--- src/rtl/rf_wr_arb.sv ---
// Two-requester write-port arbiter for the register file: A has priority, B is starvation-protected.
// Optional: define RF_WR_ARB_R0_FILTER_EN to suppress writes to register 0.
module rf_wr_arb #(
    parameter int AW         = 5,
    parameter int DW         = 32,
    parameter int STARVE_MAX = 3
) (
    input  logic          clk,
    input  logic          rst,
    input  logic          hold,
    input  logic          a_valid,
    input  logic [AW-1:0] a_addr,
    input  logic [DW-1:0] a_data,
    output logic          a_ready,
    input  logic          b_valid,
    input  logic [AW-1:0] b_addr,
    input  logic [DW-1:0] b_data,
    output logic          b_ready,
    output logic          we,
    output logic [AW-1:0] rw,
    output logic [DW-1:0] rd,
    output logic          b_forced
);

    localparam logic [3:0] SMAX = 4'(STARVE_MAX);

    logic [3:0]    starve_cnt;
    logic          blk;
    logic          frc;
    logic          ga;
    logic          gb;
    logic          b_xfer;
    logic          wen;
    logic [AW-1:0] waddr;
    logic [DW-1:0] wdata;

    // Grant terms are made mutually exclusive so priority is explicit.
    always_comb begin
        blk    = rst | hold;
        frc    = !blk && b_valid && (starve_cnt == SMAX);
        ga     = !blk && !frc && a_valid;
        gb     = !blk && !frc && !a_valid && b_valid;
        b_xfer = frc | gb;
        waddr  = ga ? a_addr : b_addr;
        wdata  = ga ? a_data : b_data;
`ifdef RF_WR_ARB_R0_FILTER_EN
        wen    = (ga | b_xfer) && (waddr != '0);
`else
        wen    = ga | b_xfer;
`endif
    end

    assign a_ready = ga;
    assign b_ready = b_xfer;

    always_ff @(posedge clk) begin
        if (rst) begin
            starve_cnt <= '0;
        end else if (b_xfer) begin
            starve_cnt <= '0;
        end else if (b_valid && !hold && starve_cnt < SMAX) begin
            starve_cnt <= starve_cnt + 4'd1;
        end
    end

    always_ff @(posedge clk) begin
        if (rst) begin
            we       <= 1'b0;
            rw       <= '0;
            rd       <= '0;
            b_forced <= 1'b0;
        end else begin
            we       <= wen;
            b_forced <= frc;
            if (wen) begin
                rw <= waddr;
                rd <= wdata;
            end
        end
    end

endmodule
--- config.mk ---
export PLATFORM = sky130hd
export DESIGN_NAME = rf_wr_arb
export DESIGN_NICKNAME = d
export VERILOG_FILES = /design/src/rtl/rf_wr_arb.sv
export SDC_FILE = /design/constraint.sdc
export NUM_CORES = 1
export LEC_CHECK = 0
export CAP_MARGIN = 10
export CORE_AREA = 5 5 85 87
export CTS_CLUSTER_SIZE = 24
export DETAILED_ROUTE_END_ITERATION = 10
export DIE_AREA = 0 0 90 92
export PLACE_DENSITY = 0.75
export SLEW_MARGIN = 20
export SYNTH_ARGS = -nofsm -noshare
export SYNTH_HDL_FRONTEND = slang
export SYNTH_SLANG_ARGS = --single-unit
--- constraint.sdc ---
create_clock -name clk -period 1.3 [get_ports clk]
set_input_delay 0.26 -clock clk [delete_from_list [all_inputs] [get_ports clk]]
set_output_delay 0.26 -clock clk [all_outputs]
set_load 0.05 [all_outputs]
======== Word level (Yosys, flattened, before mapping) ========
Index checks and enable logic that the tools add are counted.
storage, ports and cells
  register bits after elaboration ......... 43
  input bits .............................. 79
  output and inout bits ................... 41
  logic and storage cells ................. 26
operators by class
  $add $sub $neg .......................... 1
  magnitude comparators ................... 1
  equal/unequal tests ..................... 1
  muxes and demuxes ....................... 2
  bitwise operators ....................... 3
  reduce and logical (&&, ||, !) cells .... 13
operator list
  operator               count
  $mux W32               1
  $logic_and A1 B1 Y1    8
  $mux W5                1
  $add A4 B1 Y4 const B  1
  $eq A4 B2 Y1 const B   1
  $logic_not A1 Y1       4
  $lt A4 B2 Y1 const B   1
  $or A1 B1 Y1           3
  $reduce_or A2 Y1       1

======== Longest topological paths before layout ========
Gate-level depths: netlist of run 1.
  depth in word-level cells ............... 10
  gate-level depth with buffers ........... 6
  gate-level depth less buffers ........... 4

======== Worst setup path after synthesis of run 1 ========
OpenSTA, ideal clock, no wires.
  kind .................................... reg-to-output
  from .................................... reg starve_cnt[0]
  to ...................................... out b_ready
  arrival ................................. 1,770 ps
  required time ........................... 1,040 ps
  setup slack ............................. -730 ps
  cell stages (with the launch flop) ...... 6
  buffers on the path ..................... 2
  path through ............................ dfxtp_1 -> ha_1 -> nand4bb_1 -> buf_4 -> buf_2 -> a21boi_1
between the ends
  cells in the longest elaborated chain, start to end .. 7
RTL lines
  element                           RTL line  RTL
  start: declaration                27        logic [3:0] starve_cnt;
  start signal: assignment          62        starve_cnt <= starve_cnt + 4'd1;
  $eq A4 B2 Y1 (*)                  40        frc = !blk && b_valid && (starve_cnt == SMAX);
  $logic_and A1 B1 Y1 (*)           40
  $logic_not A1 Y1                  42        gb = !blk && !frc && !a_valid && b_valid;
  $logic_and A1 B1 Y1 (3 in a row)  42
  $or A1 B1 Y1 (*)                  43        b_xfer = frc | gb;
  end: declaration                  18        output logic b_ready,
Mark *: on every way between the ends. The rest lies on a longest branch, timed or not.

======== Worst setup path after layout of run 1 ========
  from .................................... reg starve_cnt[0]
  to ...................................... out a_ready
between the ends
  cells in the longest elaborated chain, start to end .. 5
RTL lines
  element                           RTL line  RTL
  $eq A4 B2 Y1                      40
  $logic_and A1 B1 Y1               40
  $logic_not A1 Y1                  41        ga = !blk && !frc && a_valid;
  $logic_and A1 B1 Y1 (2 in a row)  41
  end: declaration                  14        output logic a_ready,
No other way between the ends.

==> impl_results.md, run 1 <==
* Run status: finished, violations left
* Failing checks: setup timing
* Seq pwr share at 0.370
* Rel. slew slack at 0.706
* Ys Warns at 0
* Non-Filler Instances at roughly 450
* Crit path max fanout at 3
* Slew of the pin with the lowest slew margin at 0.441 ns
* Area leader, netlist: dfxtp_1
* Die H at 92 um
* # port buffers at approximately 120
* Rows at 29
* Post-DP HPWL at roughly 5.3 mm
* Pin count of the biggest net entering global routing at 38
* Layout Nets at between 400 and 500
* First-pass GRT wire length at ~12 mm
* Starting DRT DRC Count at 50
* Min-Delay Path Class: reg -> reg
* Critical Path Start Type: register
* Clk root buf: clkbuf_8
* Worst-path clk slew at around 0.080 ns
* Comb pwr share at 0.370
* Total grt overflow at 0
* CTS tree: done
* Post-synth net total at around 320
* Critical setup path kind: reg -> out
* Area delta synth->final at 102%
* Core Area at 6280 sq um
* Worst Path Required at 1.04 ns
* Average cell area after synthesis at approximately 9.0 sq um
* Post-synth top area share at 0.397
* Sw Pwr at approximately 1300 uW
* Min Tclk post-route at around 1.5 ns
* Cts bufs inserted at 5
* Setup ws final at -0.240 ns
* Layout cell share with drive strength beyond 1 at 0.349
* Number of max-slew violations in the final report at 0
* Final ANT Viol Nets at 0
* Max VDD drop at a little over 0.0005 V
* Die X at 90 um
* Initial antenna violation count at 0
* Pre-antenna DRT Iters at 4
* H-tree levels at 2
* Final number of setup-violating endpoints at 39
* Final period utilization at 1.18
* Pwr/cell area at 946 nW/um^2
* Vias in the first global route at 2391
* Clk sinks at between 40 and 50
* Remaining routing DRC violations at 0
* Crit. End Element: output port
* Dpl cells at ~430
* RePlAce Congestion at around 0.74
* TNS Setup at -5.40 ns
* Post-DR wirelength/cell at ~16 um
* Post-Syn Instances at between 200 and 250
* Global Route Usage Sum at 0.171
* Sequential fraction of the synthesis area at 0.397
* Layout Skew at 0.00653 ns
* CP Data Arrival Time at 1.28 ns
* Endpoints failing hold at 0
* Max Clock Freq at around 650 MHz
* Final Util at 0.700
* Worst skew pair latency at around 0.29 ns
* Syn Std Cell Area at 2170 sq um
* Static leakage at between 0.0015 and 0.002 uW
* I/O Pins at 120
* Distinct cells, synth at 26
* RSZ-0062 raised after global routing: yes
* Drt via density at ~5.2
* CTS Buffer Depth at 2
* Worst Hold Margin at 0.503 ns
* DRT Wirelength at 7.27 mm
* Pre-CTS WS at -0.481 ns
* Vias after detailed routing at between 2000 and 2500
* Max Cap Viol at 0
* Antenna diodes at 0
* Switching Share at 0.310
* Int Power at approximately 2900 uW
* Synth area leaders: dfxtp_1, nand3_1, o221ai_2, o221ai_1, inv_1
* Clock share of power at 0.260
* Die ar. at between 8000 and 9000 sq um
* Yosys reg bits at 43
* Fillers at 487
* Starting density of the core at 0.346
## registers in the layout, summed over array words and instances (netlist names)
register	count
b_forced	1
rd	32
starve_cnt	4
rw	5
we	1
## per-layer routing
layer / wire [um] / track usage / share of wire / up-vias
li1: - / - / - / 1127
met3: 646 / 0.0589 / 0.089 / 2
met4: 21 / 0.0347 / 0.0029 / 0
met1: 2830 / 0.198 / 0.39 / 1121
met2: 3780 / 0.307 / 0.52 / 80
met5: 0 / 0 / 0 / -
## worst max-delay path, stage by stage, from the launching register on
cell and delay (ns):
dfxtp_2 0.36, ha_4 0.15, nand4bb_4 0.14, and2_4 0.19, buf_12 0.14
## power by group through the flow
stage / clock (uW) / combinational, uW / sequential (uW)
detailed placement: 0 / 1460 / 1570
global placement: 0 / 1450 / 1560
CTS: 1110 / 1490 / 1540
global route: 1180 / 1610 / 1560
finish: 1080 / 1540 / 1540
floorplan: 0 / 318 / 1880
## worst paths after layout
| path | from | depth (start not counted) | slack, ns | endpoint |
|---|---|---|---|---|
| worst max-delay path | starve_cnt[0]$_SDFFE_PP0P_ | 4 | -0.24 | a_ready |
| worst min-delay path | starve_cnt[1]$_SDFFE_PP0P_ | 2 | 0.50 | starve_cnt[1]$_SDFFE_PP0P_ |
| worst max register to register | starve_cnt[0]$_SDFFE_PP0P_ | 7 | -0.17 | rd[30]$_SDFFE_PP0P_ |
| worst min register to register | starve_cnt[1]$_SDFFE_PP0P_ | 2 | 0.50 | starve_cnt[1]$_SDFFE_PP0P_ |
## per-stage QoR
stage / total power [uW] / instance area [sq um]
3_3_place_gp: 3010 / 3980
3_5_place_dp: 3030 / 3980
6_report: 4160 / 4390
4_1_cts: 4140 / 4190
2_1_floorplan: 2190 / 2210
5_1_grt: 4350 / 4390
## what timing repair did
item | in CTS | in global routing
resized for setup | 13 | 32
cloned | 1 | 1
endpoints found under the setup margin | 41 | 41
pin swaps | 2 | 1
hold buffers | 0 | 0
buffers inserted | 2 | 2
## synthesized netlist by cell type, drive strengths merged
cell type / instances
nand3b: 1
inv: 37
nand2b: 1
and2: 3
clkbuf: 2
or3b: 1
a21boi: 1
nand3: 75
a21oi: 2
o21bai: 1
o221ai: 37
buf: 22
nor3b: 3
nor3: 1
or2: 1
ha: 1
a311o: 1
and3: 1
dfxtp: 43
nand4bb: 1
nor2: 4
o31ai: 2
## cell usage in the layout (no fill, tap or decap), types with 2 or more instances in the layout
cell,instances
clkdlybuf4s50_1,74
inv_1,37
nand3_2,7
dlygate4sd2_1,4
and2_1,2
dfxtp_2,2
a21oi_1,2
buf_12,49
nor3b_1,2
buf_6,3
o221ai_2,36
clkbuf_8,6
dfxtp_1,41
o31ai_1,2
nand3_1,68
buf_4,12
nor2_1,3
## cell type report
class,instances,area [sq um],share of cell area
clock buffers,6,82.6,0.0188
well taps,77,96.3,0.0219
clock inverters,2,35.0,0.00798
flip-flops and latches,43,863,0.197
repair buffers,145,1950,0.444
multi-input cells,137,1230,0.279
inverters,37,139,0.0316
## cells by family after synthesis
logic type      Yosys count  share of synthesized area
compound gates           44                      0.235
flops                    43                      0.397
fa+ha+maj                 1                    0.00577
simple gates             92                      0.225
buf+inv                  61                      0.137
Note: power is estimated with default switching activity, not from simulation.
==> inputs of run 2 (changes only) <==
--- a/config.mk
+++ b/config.mk
@@ -11,7 +11,7 @@
 export DETAILED_ROUTE_END_ITERATION = 10
 export DIE_AREA = 0 0 90 92
 export PLACE_DENSITY = 0.75
-export SLEW_MARGIN = 20
+export SLEW_MARGIN = 40
 export SYNTH_ARGS = -nofsm -noshare
 export SYNTH_HDL_FRONTEND = slang
 export SYNTH_SLANG_ARGS = --single-unit
==> results of run 2 <==
The final DEF is identical to that of run 1; final timing and power are the same.
